==> src/rtl/spi_master_multi.sv <==
// Parametrised SPI master: configurable word width, CPOL/CPHA modes, bit order,
// runtime SCLK divider, one-hot active-low selects and full-duplex capture.
module spi_master_multi #(
  parameter int unsigned DATA_W = 8,
  parameter int unsigned NUM_SS = 4,
  parameter int unsigned DIV_W  = 16,
  localparam int unsigned SS_W  = (NUM_SS > 1) ? $clog2(NUM_SS) : 1
) (
  input  logic              clk,
  input  logic              reset,
  input  logic              start,
  input  logic [DATA_W-1:0] tx_data,
  input  logic [SS_W-1:0]   ss_sel,
  input  logic              cpol,
  input  logic              cpha,
  input  logic              lsb_first,
  input  logic [DIV_W-1:0]  clk_div,
  output logic              busy,
  output logic              done,
  output logic [DATA_W-1:0] rx_data,
  output logic              sclk,
  output logic              mosi,
  input  logic              miso,
  output logic [NUM_SS-1:0] ss_n
);

  localparam int unsigned CNT_W  = DIV_W + 1;
  localparam int unsigned EDGE_W = $clog2(2 * DATA_W + 1);
  localparam int unsigned IDX_W  = $clog2(DATA_W);

  typedef enum logic [1:0] {S_IDLE, S_SETUP, S_XFER, S_HOLD} state_t;

  state_t              state_q, state_d;
  logic [CNT_W-1:0]    cnt_q, cnt_d;
  logic [CNT_W-1:0]    h_q, h_d;
  logic [EDGE_W-1:0]   edge_q, edge_d;
  logic [DATA_W-1:0]   tx_q, tx_d;
  logic [DATA_W-1:0]   rx_sh_q, rx_sh_d;
  logic                cpol_q, cpol_d;
  logic                cpha_q, cpha_d;
  logic                lsb_q, lsb_d;
  logic                sclk_q, sclk_d;
  logic                mosi_q, mosi_d;
  logic [NUM_SS-1:0]   ss_n_q, ss_n_d;
  logic                busy_q, busy_d;
  logic                done_q, done_d;
  logic [DATA_W-1:0]   rx_data_q, rx_data_d;

  logic [EDGE_W-1:0]   edge_nxt;
  logic                edge_odd;
  logic                last_edge;
  logic                half_end;
  logic                sample_edge;
  logic                shift_edge;
  logic [IDX_W-1:0]    bit_n;
  logic [IDX_W-1:0]    bit_idx;
  logic                first_bit;
  logic [NUM_SS-1:0]   sel_mask;

  // Edge bookkeeping, next-bit selection and chip-select decode
  always_comb begin
    edge_nxt    = edge_q + EDGE_W'(1);
    edge_odd    = edge_nxt[0];
    last_edge   = (edge_nxt == EDGE_W'(2 * DATA_W));
    half_end    = (cnt_q == CNT_W'(1));
    sample_edge = cpha_q ? !edge_odd : edge_odd;
    shift_edge  = cpha_q ? edge_odd : (!edge_odd && !last_edge);
    bit_n       = cpha_q ? IDX_W'(edge_q >> 1) : IDX_W'(edge_nxt >> 1);
    bit_idx     = lsb_q ? bit_n : (IDX_W'(DATA_W - 1) - bit_n);
    first_bit   = lsb_first ? tx_data[0] : tx_data[DATA_W-1];
    for (int i = 0; i < NUM_SS; i++) begin
      sel_mask[i] = (ss_sel != SS_W'(i));
    end
  end

  // Next-state and registered-output logic
  always_comb begin
    state_d   = state_q;
    cnt_d     = cnt_q;
    h_d       = h_q;
    edge_d    = edge_q;
    tx_d      = tx_q;
    rx_sh_d   = rx_sh_q;
    cpol_d    = cpol_q;
    cpha_d    = cpha_q;
    lsb_d     = lsb_q;
    sclk_d    = sclk_q;
    mosi_d    = mosi_q;
    ss_n_d    = ss_n_q;
    busy_d    = busy_q;
    done_d    = 1'b0;
    rx_data_d = rx_data_q;

    case (state_q)
      S_IDLE: begin
        sclk_d = cpol_q;
        mosi_d = 1'b0;
        ss_n_d = '1;
        busy_d = 1'b0;
        if (start) begin
          state_d = S_SETUP;
          h_d     = CNT_W'(clk_div) + CNT_W'(1);
          cnt_d   = CNT_W'(clk_div) + CNT_W'(1);
          edge_d  = '0;
          tx_d    = tx_data;
          rx_sh_d = '0;
          cpol_d  = cpol;
          cpha_d  = cpha;
          lsb_d   = lsb_first;
          sclk_d  = cpol;
          mosi_d  = cpha ? 1'b0 : first_bit;
          ss_n_d  = sel_mask;
          busy_d  = 1'b1;
        end
      end
      S_SETUP: begin
        if (half_end) begin
          state_d = S_XFER;
          cnt_d   = h_q;
        end else begin
          cnt_d = cnt_q - CNT_W'(1);
        end
      end
      S_XFER: begin
        if (half_end) begin
          cnt_d  = h_q;
          edge_d = edge_nxt;
          sclk_d = !sclk_q;
          if (sample_edge) begin
            rx_sh_d = lsb_q ? {miso, rx_sh_q[DATA_W-1:1]} : {rx_sh_q[DATA_W-2:0], miso};
          end
          if (shift_edge) begin
            mosi_d = tx_q[bit_idx];
          end
          if (last_edge) begin
            state_d = S_HOLD;
          end
        end else begin
          cnt_d = cnt_q - CNT_W'(1);
        end
      end
      S_HOLD: begin
        if (half_end) begin
          state_d   = S_IDLE;
          ss_n_d    = '1;
          mosi_d    = 1'b0;
          rx_data_d = rx_sh_q;
          done_d    = 1'b1;
          busy_d    = 1'b0;
        end else begin
          cnt_d = cnt_q - CNT_W'(1);
        end
      end
      default: begin
        state_d = S_IDLE;
      end
    endcase
  end

  // State and output registers with synchronous reset
  always_ff @(posedge clk) begin
    if (reset) begin
      state_q   <= S_IDLE;
      cnt_q     <= '0;
      h_q       <= '0;
      edge_q    <= '0;
      tx_q      <= '0;
      rx_sh_q   <= '0;
      cpol_q    <= 1'b0;
      cpha_q    <= 1'b0;
      lsb_q     <= 1'b0;
      sclk_q    <= 1'b0;
      mosi_q    <= 1'b0;
      ss_n_q    <= '1;
      busy_q    <= 1'b0;
      done_q    <= 1'b0;
      rx_data_q <= '0;
    end else begin
      state_q   <= state_d;
      cnt_q     <= cnt_d;
      h_q       <= h_d;
      edge_q    <= edge_d;
      tx_q      <= tx_d;
      rx_sh_q   <= rx_sh_d;
      cpol_q    <= cpol_d;
      cpha_q    <= cpha_d;
      lsb_q     <= lsb_d;
      sclk_q    <= sclk_d;
      mosi_q    <= mosi_d;
      ss_n_q    <= ss_n_d;
      busy_q    <= busy_d;
      done_q    <= done_d;
      rx_data_q <= rx_data_d;
    end
  end

  assign busy    = busy_q;
  assign done    = done_q;
  assign rx_data = rx_data_q;
  assign sclk    = sclk_q;
  assign mosi    = mosi_q;
  assign ss_n    = ss_n_q;

endmodule
==> config.mk <==
export PLATFORM = sky130hd
export DESIGN_NAME = spi_master_multi
export DESIGN_NICKNAME = d
export VERILOG_FILES = /design/src/rtl/spi_master_multi.sv
export SDC_FILE = /design/constraint.sdc
export NUM_CORES = 1
export LEC_CHECK = 0
export ABC_CLOCK_PERIOD_IN_PS = 2530
export CORE_MARGIN = 3
export CORE_UTILIZATION = 60
export CTS_CLUSTER_SIZE = 25
export DETAILED_ROUTE_END_ITERATION = 6
export DONT_BUFFER_PORTS = 1
export PLACE_DENSITY = 0.76
export SYNTH_ARGS = -nofsm -noshare
export SYNTH_HDL_FRONTEND = slang
export SYNTH_SLANG_ARGS = --single-unit
==> constraint.sdc <==
create_clock -name clk -period 2.53 [get_ports clk]
set_input_delay 0.1265 -clock clk [delete_from_list [all_inputs] [get_ports clk]]
set_output_delay 0.1265 -clock clk [all_outputs]
set_load 0.05 [all_outputs]
==> results.toml, run 1 <==
[outcome]
outcome = "complete, no violations"

[floorplanning]
dieArea_um2 = 7944
ios = 49
dieWidth_um = 89.13
rows = 29
core_area_um2 = 6531
die_h_um = 89.13
initial_core_util = 0.6349

[setup_path]
start_kind = "flip-flop"
critPathRequiredTime_ns = 2.84
path_max_fanout = 6
r2r_slack_ns = 0.23
crit_path_end_kind = "flip-flop"
crit_arrival_ns = 2.61
critPathKind = "flip-flop to flip-flop"

[sta]
relSlewSlack = 0.5210
slew_violations = 0
max_freq_ghz = 0.4348
worstMarginPinSlew_ns = 0.7185
timing.setup.tns_ns = 0
rsz0062_at_grt = "false"
min_period_over_period = 0.9091
clock_skew_ns = 0.01013
hold_violations = 0
finalCriticalPeriod_ns = 2.300
finalSetupViolCount = 0

[run]
drv_cap = 0

[synthesis]
yosysTopAreaCell = "dfxtp_1"
ys_warn_count = 0
synthFlopType = "dfxtp_1"
syn_inst = 510
syn_area_per_cell_um2 = 8.130
synth_area_leaders = "dfxtp_1, a21oi_1, nand2_1, mux2i_1, nor2_1"
syn_nets = 551
ys_seq_area_frac = 0.3669
synth_edf_count = 0
ys_async_sr_fraction = 0
yosysUniqueCellTypes = 64
synth_top_area_share = 0.3669
syn_area_um2 = 4146
synth_seq_cells = 76

[clocking]
numCtsBuffers = 9
clk_latency_ns = 0.36
cts_max_level = 3
ctsLongestPathBuffers = 2
cts.sinks = 76
cts_tree = "yes"
cts_setup_buffers = 0
path_clk_slew_ns = 0.09
cts_root_buf = "clkbuf_8"

[pwr]
p_total_mw = 5.169
leakage_nw = 1.712
peakVddDrop_mv = 0.6456
powerDensity_nw_per_um2 = 1102

[route]
highest_layer = "met4"
drt-met1-wl_mm = 4.836
wl_met2_mm = 4.960
wl_per_cell_um = 18.06
drtIter0Drc = 278
routed_wl_mm = 11.01
drt-pass1-iter-count = 5
vias = 3955
ant_nets = 0
viasPerCell = 6.484
drc_errors = 0
dr_wl_met3_um = 958

[global_routing]
grt_util_all_layers = 0.2939
antenna_found_initial = 0
grt_max_degree = 44
grt_pass1_vias = 3681
gr-total-overflow = 0
grt_pass1_wl_mm = 18.11

[final_layout]
antenna_cells = 0
mostFrequentLayoutCells = "dfxtp_1, nand2_1, a21oi_1"
fin_area_um2 = 4690
fin_nets = 569
drive_gt1_frac = 0.09944
syn_to_final_growth_pct = 13.10
final_common_cell = "dfxtp_1"

[placement]
port_buffers = 0
gp_congestion = 0.9980
placedInstanceArea_um2 = 4285
hpwl_mm = 7.409

[worst_hold_path]
min-delay-path-class = "input pin to flip-flop"
## where the power goes
group | leakage, nW | switching (mW) | internal [mW]
logic | 0.979 | 1.42 | 0.960
clock network | 0.110 | 0.522 | 0.485
registers | 0.623 | 0.329 | 1.45
total | 1.71 | 2.27 | 2.90
## state kept, by name (all words and copies together) (netlist names)
register	count
lsb_q	1
tx_q	8
rx_data	8
cnt_q	17
h_q	17
done	1
busy	1
cpha_q	1
rx_sh_q	8
state_q	2
ss_n	4
cpol_q	1
sclk	1
edge_q	5
mosi	1
## layer usage
metal | global-route usage | vias to the layer above
met5 | 0 | -
met4 | 0.1218 | 0
met3 | 0.06267 | 26
met2 | 0.4474 | 217
met1 | 0.4037 | 1815
li1 | - | 1897
## final cells by class
type / count / area [µm²]
multi-input cells: 392 / 2460
fillers: 511 / 1842
flip-flops and latches: 76 / 1521
repair buffers: 39 / 360.3
clock buffers: 9 / 123.9
well taps: 77 / 96.34
clock inverters: 7 / 90.09
inverters: 10 / 37.54
## what timing repair did
item	CTS	global route
hold buffers	18	0
resized for setup	0	1
endpoints found under the hold margin	50	0
setup endpoints to repair	0	1
## stage by stage
step	cells	hold slack, ns	worst slack (ns)	utilization
floorplan	510	0.2221	0.5764	-
global placement	576	0.2056	0.3768	0.6561
detailed placement	576	0.2072	0.2882	0.6561
CTS	610	0.01042	0.1337	0.7180
global route	610	0.05536	0.01168	0.7180
finish	610	0.02277	0.2299	0.7180
## critical path: stages, from the launching register on
cell	delay [ns]
dfxtp_1	0.44
ha_1	0.17
nor4b_2	0.21
and2_1	0.26
nand3_1	0.16
o21ai_1	0.26
o22ai_1	0.12
dlygate4sd3_1	0.58
nand2_1	0.06
## cells by family (layout without fill, tap and decap cells)
group                      after synthesis  after routing  share of synthesized area
adders and majority gates                8              8                    0.02414
AOI/OAI and AO/OA                      150            150                     0.2447
muxes                                   19             19                    0.04677
DFF                                     76             76                     0.3669
xor gates and xnor gates                27             27                    0.05703
and+or+nand+nor                        188            188                     0.2206
buffers and inverters                   42             65                    0.03983
## cell usage after synthesis, types with 4 or more instances
cell       count
dfxtp_1       76
nand2_1       68
a21oi_1       53
nor2_1        41
clkbuf_1      25
o21ai_0       19
a211oi_1      16
mux2i_1       16
nand3_1       16
nor3_1        16
xor2_1        15
xnor2_1       12
a22o_1        10
inv_1          9
o2bb2ai_1      9
ha_1           8
nand4_1        8
a31oi_1        6
buf_2          6
o31ai_1        5
or3_1          5
a21o_1         4
a221oi_1       4
a31o_1         4
and2_1         4
## final timing paths
kind         depth (start not counted)                      end             startpoint
min                                  3  state_q[1]$_SDFFE_PP0P_                  reset
max reg2reg                          8     ss_n[1]$_SDFFE_PP1P_  cnt_q[0]$_SDFFE_PP0P_
min reg2reg                          2      cpol_q$_SDFFE_PP0P_    cpol_q$_SDFFE_PP0P_
max                                  8     ss_n[1]$_SDFFE_PP1P_  cnt_q[0]$_SDFFE_PP0P_
(Power assumes the default switching activity.)
==> run 2: changes to the inputs <==
==> constraint.sdc (replaced) <==
create_clock -name clk -period 2.53 [get_ports clk]
set_input_delay 0.3795 -clock clk [delete_from_list [all_inputs] [get_ports clk]]
set_output_delay 0.3795 -clock clk [all_outputs]
set_load 0.05 [all_outputs]
==> results.toml, run 2 (synthesis gave the netlist of run 1 again) <==
[global_routing]
grt_pass1_vias = 3483
grt_util_all_layers = 0.2778
met1_usage = 0.3899
grtUsageMet3 = 0.06267
grt_pass1_wl_mm = 17.14
grt_busiest_layer = "met2"
grt_use_met2 = 0.4186
gr-total-overflow = 0
grt_max_degree = 50
antenna_found_initial = 0

[route]
routed_wl_mm = 10.43
ant_nets = 0
drc_errors = 0
drt-pass1-iter-count = 5
wl_per_cell_um = 17.62
vias = 3787
drtIter0Drc = 256
viasPerCell = 6.397

[final_layout]
drive_gt1_frac = 0.1010
syn_to_final_growth_pct = 8.509
mostFrequentLayoutCells = "dfxtp_1, nand2_1, a21oi_1"
antenna_cells = 0
final_common_cell = "dfxtp_1"
fin_nets = 551
nFillCells = 544
finish.utilization = 0.6889
top_regs = "cnt_q x17, h_q x17"

[sta]
relSlewSlack = 0.5373
slew_violations = 0
max_freq_ghz = 0.4413
hold_violations = 0
finalCriticalPeriod_ns = 2.266
worstMarginPinSlew_ns = 0.6940
finalSetupViolCount = 0
rsz0062_at_grt = "false"
min_period_over_period = 0.8957
timing.setup.tns_ns = 0
clock_skew_ns = 0.01024

[pwr]
seq_power_share = 0.347
p_total_mw = 5.111
powerDensity_nw_per_um2 = 1136
switching_share = 0.4384
peakVddDrop_mv = 0.6418
p_sw_mw = 2.241
clkPwrFrac = 0.197
p_comb_frac = 0.456
p_int_mw = 2.871
leakage_nw = 1.629

[floorplanning]
initial_core_util = 0.6349
core_area_um2 = 6531
dieWidth_um = 89.13
ios = 49
die_h_um = 89.13
dieArea_um2 = 7944
rows = 29

[worst_hold_path]
hp-start = "reset"
whs_endpoint = "edge_q[0]$_SDFFE_PP0P_"
hold_depth = 1
min-delay-path-class = "input pin to flip-flop"

[clocking]
cts_tree = "yes"
cts_max_level = 3
ctsLongestPathBuffers = 2
numCtsBuffers = 9
cts-hold-fix-buffers = 0
cts.sinks = 76
clk_latency_ns = 0.36
cts_root_buf = "clkbuf_8"
cts_resized = 0
cts_setup_buffers = 0
path_clk_slew_ns = 0.09

[setup_path]
crit_buf_inv = 0
r2r_slack_ns = 0.26
r2r_end = "rx_sh_q[6]$_SDFFE_PP0P_"
start_kind = "flip-flop"
path_max_fanout = 8
r2r_start = "cnt_q[0]$_SDFFE_PP0P_"
critPathKind = "flip-flop to flip-flop"
cp_top_family = "simple AND/OR/NAND/NOR gates"
cp_slowest_cell = "nor2_1"
cp_slowest_stage_delay_ns = 0.51
r2r_cells = 6
crit_arrival_ns = 2.56
critPathRequiredTime_ns = 2.82
path_cells = "ha_1 > nor4b_2 > nand2_1 > nor2_1 > nand3_1 > o2bb2ai_1"
crit_path_end_kind = "flip-flop"

[placement]
hpwl_mm = 7.409
port_buffers = 0
gp_congestion = 0.9980

[run]
drv_cap = 0

[outcome]
outcome = "complete, no violations"
[run 2: worst max-delay path by stage]
stage,start,to,slack (ns),cells after the start
after floorplan,state_q[0]$_SDFFE_PP0P_,rx_sh_q[0]$_SDFFE_PP0P_,0.58,8
after global placement,cnt_q[0]$_SDFFE_PP0P_,rx_sh_q[1]$_SDFFE_PP0P_,0.38,6
after detailed placement,cnt_q[0]$_SDFFE_PP0P_,rx_sh_q[6]$_SDFFE_PP0P_,0.29,6
after CTS,cnt_q[0]$_SDFFE_PP0P_,rx_sh_q[6]$_SDFFE_PP0P_,0.27,6
after global routing,cnt_q[8]$_SDFFE_PP0P_,rx_sh_q[5]$_SDFFE_PP0P_,0.01,5
final,cnt_q[0]$_SDFFE_PP0P_,rx_sh_q[6]$_SDFFE_PP0P_,0.26,6
[run 2: per-stage QoR]
stage / hold WS, ns / std cells / setup WS [ns] / cell area (µm²)
2_1_floorplan: 0.4329 / 510 / 0.5764 / 4146
3_3_place_gp: 0.4344 / 576 / 0.3768 / 4285
3_5_place_dp: 0.4417 / 576 / 0.2882 / 4285
4_1_cts: 0.07026 / 592 / 0.2697 / 4499
5_1_grt: 0.06406 / 592 / 0.01168 / 4499
6_report: 0.07902 / 592 / 0.2639 / 4499
[run 2: power by group through the flow]
stage	Sequential, mW	Combinational [mW]	Clock (mW)
after floorplan	1.73	1.71	0
final	1.78	2.33	1.01
after CTS	1.77	2.29	1.02
after global placement	1.77	2.24	0
after detailed placement	1.79	2.27	0
after global routing	1.82	2.56	1.08
[run 2: final cells by class]
cell class / count / area (µm²) / share of cell area
clock buffer: 9 / 123.9 / 0.02753
tap: 77 / 96.34 / 0.02141
clock inverter: 7 / 90.09 / 0.02002
timing repair buffer: 21 / 170.2 / 0.03782
sequential: 76 / 1521 / 0.3382
multi-input combinational: 392 / 2460 / 0.5467
inverter: 10 / 37.54 / 0.008343
[run 2: per-layer routing]
metal  up-vias  wire length [µm]
met5         -                 0
met4         0               191
met3        20               787
met2       160              4670
met1      1751              4780
li1       1856                 -
